### src/rtl/credit_pool_cntr.sv
// credit_pool_cntr
//   Multi-channel credit manager. Each channel holds a loadable budget
//   (max) and a live credit count (cnt). Returned credits refill the count
//   up to max; a refill to a full channel is dropped and flagged sticky in
//   err_ovf. Every cycle at most one requesting channel with credit is
//   granted, round-robin starting from ptr, and that grant consumes one
//   credit at the next edge.
//
// Ports
//   clk          rising-edge clock
//   rst_b        asynchronous active-low reset
//   cfg_load     load cfg_credits into max/cnt of channel cfg_ch
//   cfg_ch       channel to load; out-of-range values ignore the load
//   cfg_credits  new budget and current credit for cfg_ch
//   credit_ret   one returned credit per set bit
//   req          per-channel send request
//   err_clr      clears every sticky err_ovf bit
//   gnt          combinational one-hot-or-zero grant
//   credit_cnt   live credit counts, channel i at [i*BW +: BW]
//   no_credits   cnt[i] == 0
//   low_credits  cnt[i] <= LOW_WM
//   err_ovf      sticky: a credit return to a full channel was dropped
module credit_pool_cntr #(
  parameter int NUM_CH = 4,
  parameter int BW     = 4,
  parameter int LOW_WM = 1,
  localparam int CHW   = $clog2(NUM_CH)
) (
  input  logic                 clk,
  input  logic                 rst_b,
  input  logic                 cfg_load,
  input  logic [CHW-1:0]       cfg_ch,
  input  logic [BW-1:0]        cfg_credits,
  input  logic [NUM_CH-1:0]    credit_ret,
  input  logic [NUM_CH-1:0]    req,
  input  logic                 err_clr,
  output logic [NUM_CH-1:0]    gnt,
  output logic [NUM_CH*BW-1:0] credit_cnt,
  output logic [NUM_CH-1:0]    no_credits,
  output logic [NUM_CH-1:0]    low_credits,
  output logic [NUM_CH-1:0]    err_ovf
);

  localparam int unsigned      NCH   = NUM_CH;
  localparam logic [BW-1:0]    LOW_V = BW'(LOW_WM);

  logic [NUM_CH-1:0][BW-1:0] cnt_q, cnt_d;
  logic [NUM_CH-1:0][BW-1:0] max_q, max_d;
  logic [CHW-1:0]            ptr_q, ptr_d;
  logic [NUM_CH-1:0]         err_q, err_d;

  logic [NUM_CH-1:0]         ld_sel;
  logic [NUM_CH-1:0]         elig;
  logic [NUM_CH-1:0]         gnt_c;
  logic [NUM_CH-1:0]         ovf;

  // Per-channel load decode; an out-of-range cfg_ch matches no channel.
  always_comb begin
    ld_sel = '0;
    elig   = '0;
    for (int unsigned i = 0; i < NCH; i++) begin
      ld_sel[i] = cfg_load && (cfg_ch == CHW'(i));
      elig[i]   = req[i] && (cnt_q[i] != '0) && !ld_sel[i];
    end
  end

  // Round-robin search from ptr; the pointer moves just past the winner.
  always_comb begin
    int unsigned idx;
    int unsigned nxt;
    logic [CHW-1:0] sel;
    logic found;
    gnt_c = '0;
    ptr_d = ptr_q;
    found = 1'b0;
    idx   = 0;
    nxt   = 0;
    sel   = '0;
    for (int unsigned k = 0; k < NCH; k++) begin
      idx = 32'(ptr_q) + k;
      if (idx >= NCH) idx = idx - NCH;
      sel = CHW'(idx);
      if (!found && elig[sel]) begin
        found      = 1'b1;
        gnt_c[sel] = 1'b1;
        nxt        = idx + 1;
        if (nxt == NCH) nxt = 0;
        ptr_d      = CHW'(nxt);
      end
    end
  end

  // Grant and return in the same cycle cancel, so a full channel can take
  // a return alongside its own grant without flagging an overflow.
  always_comb begin
    cnt_d = cnt_q;
    max_d = max_q;
    ovf   = '0;
    for (int unsigned i = 0; i < NCH; i++) begin
      if (ld_sel[i]) begin
        max_d[i] = cfg_credits;
        cnt_d[i] = cfg_credits;
      end else if (gnt_c[i] && !credit_ret[i]) begin
        cnt_d[i] = cnt_q[i] - BW'(1);
      end else if (!gnt_c[i] && credit_ret[i]) begin
        if (cnt_q[i] < max_q[i]) begin
          cnt_d[i] = cnt_q[i] + BW'(1);
        end else begin
          ovf[i] = 1'b1;
        end
      end
    end
    // A fresh overflow wins over a same-cycle clear.
    err_d = (err_q & ~{NUM_CH{err_clr}}) | ovf;
  end

  always_ff @(posedge clk or negedge rst_b) begin
    if (!rst_b) begin
      cnt_q <= '0;
      max_q <= '0;
      ptr_q <= '0;
      err_q <= '0;
    end else begin
      cnt_q <= cnt_d;
      max_q <= max_d;
      ptr_q <= ptr_d;
      err_q <= err_d;
    end
  end

  always_comb begin
    no_credits  = '0;
    low_credits = '0;
    for (int unsigned i = 0; i < NCH; i++) begin
      no_credits[i]  = (cnt_q[i] == '0);
      low_credits[i] = (cnt_q[i] <= LOW_V);
    end
  end

  assign gnt        = gnt_c;
  assign credit_cnt = cnt_q;
  assign err_ovf    = err_q;

endmodule

### config.mk
export PLATFORM = sky130hd
export DESIGN_NAME = credit_pool_cntr
export DESIGN_NICKNAME = d
export VERILOG_FILES = /design/src/rtl/credit_pool_cntr.sv
export SDC_FILE = /design/constraint.sdc
export NUM_CORES = 1
export LEC_CHECK = 0
export ABC_AREA = 1
export CORE_MARGIN = 2
export CORE_UTILIZATION = 40
export DETAILED_ROUTE_END_ITERATION = 12
export GPL_TIMING_DRIVEN = 0
export PLACE_DENSITY = 0.73
export SETUP_SLACK_MARGIN = 0.05
export SLEW_MARGIN = 5
export SYNTH_ARGS = -nofsm -noshare
export SYNTH_HDL_FRONTEND = slang
export SYNTH_SLANG_ARGS = --single-unit
### constraint.sdc
create_clock -name clk -period 4.6 [get_ports clk]
set_input_delay 0.69 -clock clk [delete_from_list [all_inputs] [get_ports clk]]
set_output_delay 0.69 -clock clk [all_outputs]
set_load 0.03 [all_outputs]
==> results.txt <==
Status -> finished clean
Worst-path clk slew -> 0.07 ns
Antenna violations before repair -> 0
Wire per inst -> 12.7 um
Worst path max stage delay -> 0.69 ns
Final setup violation count -> 0
Ys flop type -> dfrtp_1
CP max-delay cell -> clkdlybuf4s50_1
Hpwl dp -> 6030 um
Crit path max-delay family -> buffers and inverters
DRT antenna net count -> 0
CP cell instances -> clkdlybuf4s50_1, nand3_2, nand3_1, nand2_1, nand3_1, nand2_4, nor2_4, buf_6, nand3_2, nand3_4, clkdlybuf4s50_1
Vias in the first global route -> 2829
Antenna diode count -> 0
Synth top area cells -> dfrtp_1, nand2_1, ha_1
MaxCap Viol Count -> 0
IO Pins -> 50
Fin. Hold Viols -> 0
Worst Path Max Fanout -> 10
Final worst-path cycle share -> 84.3%
Die Y -> 94.7 um
Clock root cell -> clkbuf_8
CTS tree -> yes
Number of flops mapped to enable cells by yosys -> 0
Total power -> 0.00345 W
Synth warn -> 0
First-pass DRT Iterations -> 4
Drt total wl -> 7670 um
FP Rows -> 33
Most frequent cells in the layout -> nand2_1, inv_1, nand3_1, clkdlybuf4s50_1, dfrtp_1
Critical path type -> in2out
P&R area growth vs syn -> 23.5%
Post-synthesis cell count -> 443
Commonest non-fill, non-tap cell in the layout -> nand2_1
CP bufs+invs -> 3
FF+latch count, synth -> 38
Die W -> 94.7 um
RSZ-0062 raised after global routing -> false
Syn Area/Cell -> 7.43 um^2
Slew of the pin with the lowest slew margin -> 0.370 ns
Post-synthesis cell type count -> 31
Routed vias -> 3035
HP Class -> in2async
Bufs on Longest Clock Path -> 2
Maximum VDD drop -> 0.323 mV
Post-CTS Setup Inserts -> 0
Area of the mapped netlist -> 3290 um^2
Type of origin of the critical path -> input pin
Nets@finish -> 548
FILL cells -> 796
TritonCTS buffer count -> 5
Routability cong. -> 0.872
Post-synth top area cell -> dfrtp_1
Core area -> 8090 um^2
Worst setup EP type -> primary output
Syn nets -> 491
DRC violations left -> 0
Req. time, crit path -> 3.91 ns
Fin crit period -> 3.88 ns
Pins Over Slew Limit -> 0
Grt ovf -> 0
Final setup skew -> 0.00724 ns
Die ar. -> 8970 um^2
P per Cell Area -> 848 nW/um^2
Gr usage total -> 17.9%
# H-tree levels -> 2
First-pass GRT wire length -> 12700 um
Initial core utilization -> 40.6%
Register-to-register setup slack -> 2.04 ns
Setup TNS -> 0 ns
Largest net degree at the start of global routing -> 39
CTS sink count -> 38
Clock Latency Late Sink -> 0.30 ns
Drt first-iter violations -> 133
Arr. time, crit path -> 3.19 ns
Lkg Pwr -> 2.13 nW
F_max -> 258 MHz
# port buffers -> 49
# resized after CTS -> 0
Hold buffers post-CTS -> 0
Register area share after synthesis -> 28.9%
Max_slew headroom -> 75.3%
Share of Yosys cell area claimed by the top area cell type -> 28.9%
Vias/cell -> 5.01
Layout cells sized above 1 -> 14.2%
Ys async rst share -> 100%
report_power, final:
part / total (W) / switching (W) / internal (W)
sequential: 0.000603 / 0.000149 / 0.000454
clock: 0.000342 / 0.000125 / 0.000217
combinational: 0.00250 / 0.00156 / 0.000942
per-layer routing:
metal	wire, um	vias up	global-route usage, %
met5	0	-	0
met4	164	0	6.40
met3	413	14	2.55
met2	3610	80	30.0
met1	3480	1390	23.7
li1	-	1551	-
per-stage QoR:
step | utilization [%] | area [um^2] | hold WS (ns) | std cells | setup slack (ns)
after floorplan | - | 3290 | 0.394 | 443 | 2.05
after global routing | 50.2 | 4060 | 0.367 | 606 | 0.593
after CTS | 50.2 | 4060 | 0.352 | 606 | 0.710
final | 50.2 | 4060 | 0.345 | 606 | 0.720
after detailed placement | 48.5 | 3930 | 0.518 | 598 | 0.712
after global placement | 48.3 | 3910 | 0.508 | 597 | 0.761
final timing paths:
check | cells after the start | endpoint | from
hold / removal | 2 | max_q[5] | rst_b
setup reg to reg | 14 | credit_cnt[8] | credit_cnt[4]
setup / recovery | 11 | gnt[1] | cfg_load
hold reg to reg | 2 | err_ovf[2] | err_ovf[2]
max in group asynchronous | 2 | max_q[9] | rst_b
min in group clk | 2 | err_ovf[2] | err_ovf[2]
synth_stat cells (2+ instances only):
| library cell | instances |
|---|---|
| ha_1 | 30 |
| xnor2_1 | 3 |
| nand4_1 | 8 |
| a21o_1 | 4 |
| nand3_1 | 50 |
| nor2_4 | 2 |
| nand2_2 | 12 |
| nand2_4 | 6 |
| nor3_1 | 3 |
| nor2_2 | 6 |
| clkbuf_1 | 4 |
| nand3_2 | 15 |
| a31oi_1 | 5 |
| xor2_1 | 13 |
| inv_2 | 3 |
| a21oi_2 | 3 |
| nor2_1 | 8 |
| nand2_1 | 126 |
| dfrtp_1 | 38 |
| inv_1 | 57 |
| buf_2 | 3 |
| o21ai_0 | 30 |
| o21ai_2 | 3 |
| nand3_4 | 4 |
cell families (layout without fill, tap and decap cells):
kind of cell               after synthesis  in the layout  share of synthesized area, %
and+or+nand+nor                        241            241                          37.9
buffers and inverters                   69            127                          8.33
AOI/OAI and AO/OA                       49             49                          9.17
xor gates and xnor gates                16             16                          4.26
DFF                                     38             38                          28.9
adders and majority gates               30             30                          11.4
area by class of cell:
type	count	area, um^2	share of cell area, %
plain buffers	9	48.8	1.20
multi-input cells	336	2060	50.8
repair buffers	50	505	12.4
clock buffers	5	68.8	1.69
flip-flops and latches	38	951	23.4
well taps	105	131	3.23
inverters	60	225	5.54
clock inverters	3	68.8	1.69
state kept, by name (all words and copies together), names as in the netlist:
| signal | count |
|---|---|
| credit_cnt | 16 |
| ptr_q | 2 |
| err_ovf | 4 |
| max_q | 16 |
Power figures use the tool's default switching activity.
